===== src/rtl/fetch_stage.sv =====
// Instruction-fetch stage with IF/ID pipeline register for the five-stage MIPS pipeline.
// Uses architectural delay slots (no D flush); flags bad fetches and counts fetch/stall cycles.
module fetch_stage #(
  parameter logic [31:0] PC_RESET = 32'h0000_3000,
  parameter logic [31:0] IM_BASE  = 32'h0000_3000,
  parameter int unsigned IM_WORDS = 4096
) (
  input  logic        clk,
  input  logic        reset,
  input  logic        enPC,
  input  logic        enD,
  input  logic [1:0]  npc_sel,
  input  logic        br_taken,
  input  logic [31:0] rs_D,
  output logic [31:0] im_addr,
  input  logic [31:0] im_rdata,
  output logic [31:0] instr_D,
  output logic [31:0] pc_D,
  output logic [31:0] pc8_D,
  output logic        valid_D,
  output logic        ferr_D,
  output logic [31:0] fetch_cnt,
  output logic [31:0] stall_cnt
);

  typedef enum logic [1:0] {
    NPC_SEQ = 2'd0,
    NPC_BR  = 2'd1,
    NPC_J   = 2'd2,
    NPC_JR  = 2'd3
  } npc_sel_e;

  // 33-bit end bound so a memory ending at 4 GiB does not wrap to zero.
  localparam logic [32:0] IM_END = {1'b0, IM_BASE} + (33'(IM_WORDS) << 2);

  logic [31:0] pc_f;
  logic [31:0] npc;
  logic [31:0] br_off;
  logic        ferr_f;
  npc_sel_e    sel;

  assign im_addr = pc_f;
  assign pc8_D   = pc_D + 32'd8;
  assign sel     = npc_sel_e'(npc_sel);
  assign br_off  = {{14{instr_D[15]}}, instr_D[15:0], 2'b00};

  always_comb begin
    ferr_f = (pc_f[1:0] != 2'b00) || (pc_f < IM_BASE) || ({1'b0, pc_f} >= IM_END);
  end

  // Redirects only act on a real instruction in D; otherwise fetch falls through.
  always_comb begin
    npc = pc_f + 32'd4;
    if (valid_D) begin
      unique case (sel)
        NPC_BR:  if (br_taken) npc = pc_D + 32'd4 + br_off;
        NPC_J:   npc = {pc_D[31:28], instr_D[25:0], 2'b00};
        NPC_JR:  npc = rs_D;
        default: npc = pc_f + 32'd4;
      endcase
    end
  end

  always_ff @(posedge clk or negedge reset) begin
    if (!reset) begin
      pc_f      <= PC_RESET;
      instr_D   <= '0;
      pc_D      <= '0;
      valid_D   <= 1'b0;
      ferr_D    <= 1'b0;
      fetch_cnt <= '0;
      stall_cnt <= '0;
    end else begin
      if (enPC) pc_f <= npc;
      else      stall_cnt <= stall_cnt + 32'd1;
      if (enD) begin
        instr_D <= ferr_f ? '0 : im_rdata;
        pc_D    <= pc_f;
        ferr_D  <= ferr_f;
        valid_D <= 1'b1;
        if (!ferr_f) fetch_cnt <= fetch_cnt + 32'd1;
      end
    end
  end

endmodule


===== config.mk =====
export PLATFORM = sky130hd
export DESIGN_NAME = fetch_stage
export DESIGN_NICKNAME = d
export VERILOG_FILES = /design/src/rtl/fetch_stage.sv
export SDC_FILE = /design/constraint.sdc
export NUM_CORES = 1
export LEC_CHECK = 0
export ABC_AREA = 1
export CAP_MARGIN = 5
export CORE_MARGIN = 1
export CORE_UTILIZATION = 25
export DETAILED_ROUTE_END_ITERATION = 8
export SYNTH_ARGS = -nofsm -noshare
export SYNTH_HDL_FRONTEND = slang
export SYNTH_SLANG_ARGS = --single-unit

===== constraint.sdc =====
create_clock -name clk -period 4.1 [get_ports clk]
set_input_delay 0.615 -clock clk [delete_from_list [all_inputs] [get_ports clk]]
set_output_delay 0.615 -clock clk [all_outputs]
set_load 0.01 [all_outputs]

# == Word-level counts from Yosys, hierarchy flattened ==
# Index checks and enable logic that the tools add are counted.
# op_classes
order_cmp,2
n_bitwise,1
reduce_logical,4
muxes,4
add_sub_neg,6
eq_ne,3
# op_table
cell,n
$mux 32,3
$pmux 32 s3,1
$add 32x1->32 const B,2
$add 32x3->32 const B,2
$add 32x32->32,1
$add 32x4->32 const B,1
$ge 32x15->1 const B,1
$lt 32x14->1 const B,1
$eq 2x2->1 const B,2
$eq 2x1->1 const B,1
$logic_or 1x1->1,2
$reduce_and 2->1,1
$reduce_bool 2->1,1
$not 1->1,1
# totals
in_bits,71
output_inout_bits,194
wordCells,27
reg_bits,162

# == Longest topological paths before layout ==
# depth
ltp_word,5
mapped_depth,19

# == Least setup slack after synthesis ==
# OpenSTA, ideal clock, no wires.
# synth_timing
path_type,flip-flop to output port
start,reg pc_D[4]
end,out pc8_D[29]
setup_slack_ns,1.678
stages_incl_launch_ff,11
arrival_ns,1.807
path_buffers,0
path_cell_list,dfrtp_1 -> ha_1 -> nand3_2 -> nor3_4 -> nand2_2 -> inv_2 -> nand2_2 -> nor2_4 -> nand4_4 -> nand3b_4 -> xor2_1
# synth_via
elab_chain_cells,1
# synth_lines
item,line,rtl
from (decl),18,"output logic [31:0] pc_D,"
from (signal assigned),78,pc_D <= pc_f;
$add 32x4->32,43,assign pc8_D = pc_D + 32'd8;
to (decl),19,"output logic [31:0] pc8_D,"
# No other way between the ends.

# == Worst setup path in the final report ==
# Same ends and word-level chain as after synthesis.

==> key figures <==
STA
  – TNS Setup: 0 ps
  – RSZ-0062 raised after global routing: false
  – Rel. slew slack: 35.4%
  – Final WS setup: 498 ps
  – Crit path time final: 3600 ps
  – Endpoints failing hold: 0
  – Max Clock Skew: 8.89 ps
  – Fmax: 0.278 GHz
  – Measured slew at the worst slew-check pin: 967 ps
  – Max-slew violations: 0
  – Final setup vio count: 0
  – Tcrit/Tclk final: 87.9%

Critical path
  – WP data required: 3480 ps
  – Register-to-Register Path Depth: 15
  – CP dominant cell by count: nand2_2
  – WP depth: 11
  – CP cell instances: ha_1, nand3_2, nor3_4, nand2_2, inv_2, nand2_2, nor2_4, nand4_4, nand3b_4, xor2_1, clkdlybuf4s50_1
  – Worst reg2reg setup slack: 950 ps
  – Worst path arrival time: 2990 ps
  – CP top delay family: simple AND/OR/NAND/NOR gates
  – Worst setup EP type: primary output
  – Startpoint Class: flop
  – Crit Path Max Fanout: 6
  – Crit-path slowest cell: clkdlybuf4s50_1
  – Slowest cell delay on critical path: 540 ps
  – Reg2Reg Launch Point: instr_D[1]
  – Buf/Inv on CP: 2
  – RR Endpoint: im_addr[19]
  – WS Path Type: flop to primary output

Synthesis
  – Syn avg cell area: 6.88 um2
  – Flops & latches, synth: 162
  – Register area share after synthesis: 33.1%
  – Top cells by area, synth: dfrtp_1 (33%), nand2_1 (16%), inv_1 (7.5%), ha_1 (6.3%), xor2_1 (5.4%)
  – Synth top area share: 32.6%
  – Syn Nets: 1,916
  – Yosys warnings: 0
  – Cell taking the most area after synthesis: dfrtp_1
  – Cell variety after synth: 52
  – Post-synthesis cell area: 12,300 um2
  – Post-Synthesis Cells: 1,782

Clocking
  – PostCTS Resize Cnt: 0
  – Root Buffer: clkbuf_16
  – Clk buf depth: 2
  – Clk_lat worst skew: 470 ps
  – CTS tree: yes
  – Setup bufs post-CTS: 0
  – H-tree levels: 4
  – Post-CTS Hold Fix Bufs: 0
  – # clock sinks: 162
  – Reg clk slew, reported paths: 60 ps
  – CTS Buf Count: 17

Power
  – Power per cell area: 319 nW/um2
  – Peak VDD IR: 0.000239 V
  – Leak: 7.57 nW

Cells and area
  – Utilization after layout: 33.7%
  – Fin nets: 2,170
  – Fraction of layout cells with a size suffix above 1: 4.79%
  – Multi-input gate area: 7060 um2
  – Area grow syn2layout: 32.1%
  – Most frequent cells in the layout: nand2_1 (525), clkdlybuf4s50_1 (262), inv_1 (245)
  – FILL cells: 5,159
  – FF/Latch Area: 4060 um2
  – Most common cell after layout, fill and taps aside: nand2_1
  – Diodes inserted: 0
  – Final instance area: 16,200 um2

Floorplan
  – Full die area: 49,900 um2
  – Die Wd: 223 um
  – Die height: 223 um
  – Initial Util: 25.5%
  – Row cnt: 80
  – Core area: 48,000 um2
  – I/O pin count: 265

Routing
  – Per-cell routed wire length: 19.6 um
  – # DRC: 0
  – Post-DRT Antenna Nets: 0
  – 1st-iter DRT viols: 972
  – Routed via count: 13,000
  – WL final: 52.1 mm
  – Via/cell ratio: 4.88
  – Drt pass-1 iters: 5

Global route
  – Vias in the first global route: 12,800
  – First-pass GRT wire length: 78.6 mm
  – All-Layer GR Usage: 21.1%
  – Initial antenna violation count: 1
  – Largest net degree at the start of global routing: 85
  – Gr ovfl total: 0

Run status
  – Status: complete, no violations

Placement
  – Gpl congestion: 0.933
  – Placement Cell Area: 15,600 um2
  – HPWL after DPL: 41.6 mm
  – Pre-CTS setup slack: 803 ps
  – Port bufs: 264

Job
  – Max-cap violation count: 0

Hold path
  – Worst hold path type: input port to asynchronous set/reset pin
-- layer usage --
layer	vias to the layer above	routed length, um	GRT usage [%]
li1	6253	-	-
met1	6183	23800	28.3
met2	469	23000	32.5
met3	80	3270	4.29
met4	2	2020	9.52
met5	-	13	0
-- metrics by stage --
stage	cells	hold slack, ps	power [mW]
after CTS	2661	234	5.23
after floorplan	1782	319	2.64
after global routing	2661	258	5.43
after detailed placement	2632	491	3.48
after global placement	2632	486	3.47
final	2661	208	5.18
-- report_power, final --
part           total (mW)  switching [mW]  internal [mW]
clock                1.71           0.708           1.01
combinational        1.41           0.786          0.628
sequential           2.05           0.314           1.74
-- how the worst max path moves through the flow --
| stage | slack, ps | startpoint | end |
|---|---|---|---|
| floorplan | 1680 | pc_D[4] | pc8_D[29] |
| finish | 500 | pc_D[4] | pc8_D[29] |
| global placement | 740 | npc_sel[0] | im_addr[6] |
| CTS | 460 | pc_D[4] | pc8_D[29] |
| global route | 340 | pc_D[4] | pc8_D[29] |
| detailed placement | 800 | npc_sel[0] | im_addr[6] |
-- cell usage after synthesis, drive strengths merged --
cell type / number
a211oi: 6
a21o: 1
a21oi: 67
a221oi: 2
a22o: 6
a22oi: 8
a31o: 1
a31oi: 2
a32o: 3
a32oi: 1
and2: 2
buf: 21
clkbuf: 25
dfrtp: 160
dfstp: 2
fa: 1
ha: 62
inv: 252
nand2: 532
nand3: 108
nand3b: 8
nand4: 52
nor2: 180
nor3: 49
nor3b: 3
nor4: 13
o2111ai: 1
o211ai: 2
o21a: 2
o21ai: 95
o21bai: 4
o221ai: 4
o31ai: 2
or2: 3
xnor2: 27
xor2: 75
-- cell families (layout without fill, tap and decap cells) --
logic type	count (synthesis)	after routing	share of synthesized area, %
adders and majority gates	63	63	6.49
xor gates and xnor gates	102	102	7.28
DFF	162	162	33.1
buffers and inverters	298	562	9.38
and+or+nand+nor	950	950	34.2
AOI/OAI and AO/OA	207	207	9.56
-- flip-flops by register name, summed over array words and instances (netlist names) --
register	count
ferr_D	1
fetch_cnt	32
im_addr	32
instr_D	32
pc_D	32
stall_cnt	32
valid_D	1
-- cell type report --
type,count,share of cell area [%]
multi-input combinational,1322,43.6
inverter,252,5.84
tap,615,4.75
clock buffer,19,2.67
timing repair buffer,281,17.1
clock inverter,10,1.00
sequential,162,25.0
(Power assumes the default switching activity.)
